`src/rtl/launcher_pkg.sv`:
```
// rtl/launcher_pkg.sv - shared state encoding and default constants for core_launcher
package launcher_pkg;

    typedef enum logic [2:0] {
        IDLE,
        CRST,
        START,
        RUN,
        REPORT
    } launcher_state_t;

    localparam int DEF_CYC_W      = 16;
    localparam int DEF_TIMEOUT    = 16'hFFFF;
    localparam int DEF_START_HOLD = 2;

endpackage

```
`src/rtl/sat_counter.sv`:
```
// rtl/sat_counter.sv - up-counter with synchronous clear that sticks at LIMIT
module sat_counter #(
    parameter int           W     = 8,
    parameter logic [W-1:0] LIMIT = '1
) (
    input  logic         clk,
    input  logic         rst_n,
    input  logic         clear,
    input  logic         en,
    output logic [W-1:0] count
);

    logic [W-1:0] count_q;

    always_ff @(posedge clk or negedge rst_n) begin
        if (!rst_n) begin
            count_q <= '0;
        end else if (clear) begin
            count_q <= '0;
        end else if (en && (count_q != LIMIT)) begin
            count_q <= count_q + W'(1);
        end
    end

    assign count = count_q;

endmodule

```
`src/rtl/core_launcher.sv`:
```
// rtl/core_launcher.sv - resets the core and launches each program via start/done, reporting cycle counts
// Optional total_cycles accumulator: define CORE_LAUNCHER_TOTAL_EN.
module core_launcher
    import launcher_pkg::*;
#(
    parameter int  NUM_PROGS  = 3,
    parameter int  CYC_W      = DEF_CYC_W,
    parameter int  TIMEOUT    = DEF_TIMEOUT,
    parameter int  START_HOLD = DEF_START_HOLD,
    localparam int PID_W      = (NUM_PROGS > 1) ? $clog2(NUM_PROGS) : 1,
    localparam int TOT_W      = CYC_W + PID_W + 1
) (
    input  logic             clk,
    input  logic             reset,
    input  logic             run_req,
    input  logic             abort,
    output logic             run_busy,
    output logic             core_reset,
    output logic             core_start,
    input  logic             core_done,
    output logic [PID_W-1:0] prog_id,
    output logic             result_valid,
    output logic [PID_W-1:0] result_prog,
    output logic [CYC_W-1:0] result_cycles,
    output logic             result_timeout,
    output logic             seq_done,
    output logic [TOT_W-1:0] total_cycles
);

    localparam int                HOLD_W    = $clog2(START_HOLD + 1);
    localparam logic [PID_W-1:0]  LAST_PID  = PID_W'(NUM_PROGS - 1);
    localparam logic [CYC_W-1:0]  TIMEOUT_C = CYC_W'(TIMEOUT);
    localparam logic [HOLD_W-1:0] HOLD_C    = HOLD_W'(START_HOLD);

    launcher_state_t  state_q, state_d;
    logic [PID_W-1:0] prog_id_q, prog_id_d;
    logic [CYC_W-1:0] run_cnt;
    logic [HOLD_W-1:0] hold_cnt;
    logic             run_en, hold_en, timed_out;

    logic             run_busy_q, run_busy_d;
    logic             core_reset_q, core_reset_d;
    logic             core_start_q, core_start_d;
    logic             result_valid_q, result_valid_d;
    logic [PID_W-1:0] result_prog_q, result_prog_d;
    logic [CYC_W-1:0] result_cycles_q, result_cycles_d;
    logic             result_timeout_q, result_timeout_d;
    logic             seq_done_q, seq_done_d;

    // Counters run off state_d so the first cycle spent in a state already reads 1.
    assign run_en  = (state_d == RUN);
    assign hold_en = (state_d == START);

    sat_counter #(.W(CYC_W), .LIMIT(TIMEOUT_C)) u_run_cnt (
        .clk   (clk),
        .rst_n (reset),
        .clear (!run_en),
        .en    (run_en),
        .count (run_cnt)
    );

    sat_counter #(.W(HOLD_W), .LIMIT(HOLD_C)) u_hold_cnt (
        .clk   (clk),
        .rst_n (reset),
        .clear (!hold_en),
        .en    (hold_en),
        .count (hold_cnt)
    );

    assign timed_out = (run_cnt == TIMEOUT_C);

    always_ff @(posedge clk or negedge reset) begin
        if (!reset) begin
            state_q          <= IDLE;
            prog_id_q        <= '0;
            run_busy_q       <= 1'b0;
            core_reset_q     <= 1'b0;
            core_start_q     <= 1'b0;
            result_valid_q   <= 1'b0;
            result_prog_q    <= '0;
            result_cycles_q  <= '0;
            result_timeout_q <= 1'b0;
            seq_done_q       <= 1'b0;
        end else begin
            state_q          <= state_d;
            prog_id_q        <= prog_id_d;
            run_busy_q       <= run_busy_d;
            core_reset_q     <= core_reset_d;
            core_start_q     <= core_start_d;
            result_valid_q   <= result_valid_d;
            result_prog_q    <= result_prog_d;
            result_cycles_q  <= result_cycles_d;
            result_timeout_q <= result_timeout_d;
            seq_done_q       <= seq_done_d;
        end
    end

    // Abort wins over done and timeout; done is not looked at until RUN.
    always_comb begin
        state_d   = state_q;
        prog_id_d = prog_id_q;
        if ((state_q != IDLE) && abort) begin
            state_d = IDLE;
        end else begin
            case (state_q)
                IDLE: begin
                    if (run_req) begin
                        state_d   = CRST;
                        prog_id_d = '0;
                    end
                end
                CRST:  state_d = START;
                START: if (hold_cnt == HOLD_C) state_d = RUN;
                RUN:   if (core_done || timed_out) state_d = REPORT;
                REPORT: begin
                    if (prog_id_q == LAST_PID) begin
                        state_d = IDLE;
                    end else begin
                        state_d   = CRST;
                        prog_id_d = prog_id_q + PID_W'(1);
                    end
                end
                default: state_d = IDLE;
            endcase
        end
    end

    always_comb begin
        run_busy_d       = (state_d != IDLE);
        core_reset_d     = (state_d == CRST);
        core_start_d     = (state_d == START);
        result_valid_d   = (state_d == REPORT);
        seq_done_d       = (state_d == REPORT) && (prog_id_q == LAST_PID);
        result_prog_d    = result_prog_q;
        result_cycles_d  = result_cycles_q;
        result_timeout_d = result_timeout_q;
        if (state_d == REPORT) begin
            result_prog_d    = prog_id_q;
            result_cycles_d  = run_cnt;
            result_timeout_d = timed_out && !core_done;
        end
    end

`ifdef CORE_LAUNCHER_TOTAL_EN
    logic [TOT_W-1:0] total_q;

    always_ff @(posedge clk or negedge reset) begin
        if (!reset) begin
            total_q <= '0;
        end else if ((state_q == IDLE) && run_req) begin
            total_q <= '0;
        end else if (state_d == REPORT) begin
            total_q <= total_q + TOT_W'(run_cnt);
        end
    end

    assign total_cycles = total_q;
`else
    assign total_cycles = '0;
`endif

    assign run_busy       = run_busy_q;
    assign core_reset     = core_reset_q;
    assign core_start     = core_start_q;
    assign prog_id        = prog_id_q;
    assign result_valid   = result_valid_q;
    assign result_prog    = result_prog_q;
    assign result_cycles  = result_cycles_q;
    assign result_timeout = result_timeout_q;
    assign seq_done       = seq_done_q;

endmodule

```
`config.mk`:
```
export PLATFORM = sky130hd
export DESIGN_NAME = core_launcher
export DESIGN_NICKNAME = d
export VERILOG_FILES = /design/src/rtl/launcher_pkg.sv /design/src/rtl/sat_counter.sv /design/src/rtl/core_launcher.sv
export SDC_FILE = /design/constraint.sdc
export NUM_CORES = 1
export LEC_CHECK = 0
export CORE_ASPECT_RATIO = 1.1
export CORE_MARGIN = 3
export CORE_UTILIZATION = 50
export DETAILED_ROUTE_END_ITERATION = 8
export PLACE_DENSITY = 0.79
export SLEW_MARGIN = 20
export SYNTH_ARGS = -nofsm -noshare
export SYNTH_HDL_FRONTEND = slang
export SYNTH_SLANG_ARGS = --single-unit
```
`constraint.sdc`:
```
create_clock -name clk -period 2 [get_ports clk]
set_clock_uncertainty 0.05 [all_clocks]
set_input_delay 0.3 -clock clk [delete_from_list [all_inputs] [get_ports clk]]
set_output_delay 0.3 -clock clk [all_outputs]
set_load 0.005 [all_outputs]
```
==> flow_metrics.tcl <==
set metrics [dict create \
    tritoncts "yes" \
    cp.required_ns 2.16 \
    start_util_pct 53.05 \
    nets 262 \
    max_freq_ghz 0.5265 \
    clk-insertion-delay-late_ns 0.30 \
    root_buffer "clkbuf_8" \
    period_needed_ns 1.899 \
    status "finished, final reports clean" \
    hold_viol 0 \
    grt.total_usage_pct 17.91 \
    startpoint_type "flop" \
    drt_wl_total_um 4586 \
    final_antenna_net_count 0 \
    synth-warning-count 0 \
    p_total_mw 1.995 \
    grt_overflow 0 \
    detail_route.wl_per_cell_um 14.89 \
    async_reset_ff_share_pct 100.0 \
    numCtsBuffers 5 \
    core_area_sq_um 4410 \
    ir_drop_v 0.0005332 \
    drtIter0Drc 99 \
    p_per_area_nw_per_um2 685.4 \
    routed_via_density 5.532 \
    clk_path_buf_depth 2 \
    cts.sinks 47 \
    seq_area_sq_um 1176 \
    antenna_found_initial 0 \
    area_growth_pct 24.38 \
    drv_slew 0 \
    rows 25 \
    grt_max_degree 25 \
    grt_pass1_vias 1662 \
    critical_path_class "flop to flop" \
    synth_area_sq_um 2340 \
    hold_path.class "flop to flop" \
    ys_ff_latch 47 \
    endpoint_kind "flop" \
    dr.pass1.iters 4 \
    fillCellCount 358 \
    dominantRegCellSynth "dfrtp_1" \
    synth_edf_count 0 \
    post-route-drc-count 0 \
    io_pins 50 \
    yosys-top-cells-area "dfrtp_1 (50%), mux2_1 (9.6%), buf_4 (7.4%), a22oi_1 (2.6%), or3_1 (2.1%)" \
    crit_fanout 8 \
    cts_htree_levels 2 \
    rsz0062_at_grt "no" \
    grt_pass1_wl_um 7790 \
    relSlewSlack_pct 61.61 \
    die_w_um 71.23 \
    dpl_cell_area_sq_um 2778 \
    crit_arrival_ns 2.06 \
    dp.final_hpwl_um 3278 \
    place_congestion 0.8169 \
    dieHeight_um 77.75 \
    final_common_cell "dfrtp_1" \
    multi_input_area_sq_um 1044 \
    fin_util_pct 65.99 \
    leakage_nw 1.334 \
    clk_pin_slew_ns 0.08 \
    diodes 0 \
    port_buffers 30 \
    dieArea_sq_um 5537 \
    drv_cap 0 \
    yosysTopAreaCell "dfrtp_1" \
    synth_cells 205 \
    ys_types 44 \
    via_count 1704 \
    layout_common_cells "dfrtp_1 (47), clkdlybuf4s50_1 (29), mux2_1 (20)" \
    drive_gt1_share_pct 19.29 \
    seq_area_frac_synth_pct 50.27 \
    synth_top_area_share_pct 50.27 \
    fin_area_sq_um 2910 \
    avgSynthCellArea_sq_um 11.41 \
    period_share_pct 94.97 \
    tightestPinTransition_ns 0.5758 \
    finalSetupViolations 0 \
]
[report_power, final]
group	total, mW	switching [mW]	leakage, nW	internal (mW)
Clock	0.570	0.299	0.0470	0.271
Sequential	1.07	0.0577	0.649	1.01
Combinational	0.357	0.160	0.638	0.197
[routing by layer]
| layer | vias to the layer above | GRT usage (%) | share of wire, % |
|---|---|---|---|
| li1 | 800 | - | - |
| met4 | 0 | 7.331 | 2.3 |
| met1 | 837 | 21.78 | 41 |
| met5 | - | 0 | 0 |
| met2 | 58 | 29.69 | 51 |
| met3 | 9 | 4.922 | 5.5 |
[cells in the mapped netlist (all sizes together), types with 2 or more instances]
library cell,instances
buf,28
or2,3
mux2i,3
inv,6
mux2,21
a21oi,6
dfrtp,47
nor3,4
nand3,5
and3,4
xor2,3
or3,9
o31ai,4
a211oi,2
nand2,6
ha,3
a31oi,3
nand2b,2
a22oi,10
nor2,9
o21ai,9
nor2b,2
nand4,4
and4,2
or4,2
[worst max-delay path: stages (launching register included)]
cell	delay, ns
dfrtp_1	0.40
ha_1	0.22
nand4_1	0.15
nor4_2	0.05
buf_4	0.15
or3b_4	0.40
buf_4	0.18
a211oi_1	0.20
[per-stage QoR]
| step | hold WS (ns) | setup WS (ns) | setup TNS, ns | instances |
|---|---|---|---|---|
| global placement | 0.2712 | 0.02435 | 0 | 300 |
| global route | 0.4667 | 0.006034 | 0 | 308 |
| floorplan | -0.04559 | 0.1459 | 0 | 223 |
| CTS | 0.4486 | 0.04702 | 0 | 308 |
| detailed placement | 0.2731 | -0.002763 | -0.002763 | 300 |
| finish | 0.4406 | 0.1007 | 0 | 308 |
[repair_timing]
action                                  in CTS  in global routing
endpoints found under the setup margin       0                  6
gates resized for setup                      0                  6
hold buffers                                 1                  0
setup buffers                                0                  0
endpoints found under the hold margin       23                  0
[flip-flops by register name (all words and copies together), names as in the netlist]
signal and count:
result_cycles 16, prog_id 2, run_busy 1, u_hold_cnt.count 2, result_valid 1, state_q 3, result_prog 2, core_reset 1
u_run_cnt.count 16, seq_done 1, core_start 1, result_timeout 1
[path summary, 6_finish.rpt]
check / from / end / slack [ns] / cells after the start
setup / recovery: u_run_cnt.count[0] / u_run_cnt.count[2] / 0.10 / 7
hold / removal: result_cycles[4] / result_cycles[4] / 0.44 / 1
setup reg to reg: u_run_cnt.count[0] / u_run_cnt.count[2] / 0.10 / 7
hold reg to reg: result_cycles[4] / result_cycles[4] / 0.44 / 1
max in group asynchronous: reset / u_run_cnt.count[15] / 0.90 / 3
min in group asynchronous: reset / result_cycles[1] / 0.47 / 2
[logic make-up after synthesis]
kind of cell             count (synthesis)  share of synthesized area [%]
AND/OR/NAND/NOR                         55                          14.49
flip-flops                              47                          50.27
AO/OA/AOI/OAI                           38                          11.28
buffers and inverters                   34                          9.679
multiplexers                            24                          11.39
adder cells (fa/ha/maj)                  3                          1.604
XOR/XNOR                                 3                          1.123
other                                    1                         0.1603
[layout make-up]
cell class                      instances  area share, %
Inverter                                6         0.7739
Multi-Input combinational cell        142          35.86
Timing Repair Buffer                   52          17.63
Sequential cell                        47          40.41
Clock buffer                            6          2.837
Clock inverter                          1         0.1720
Tap cell                               54          2.322
No activity file was read; power rests on OpenSTA's default activity.
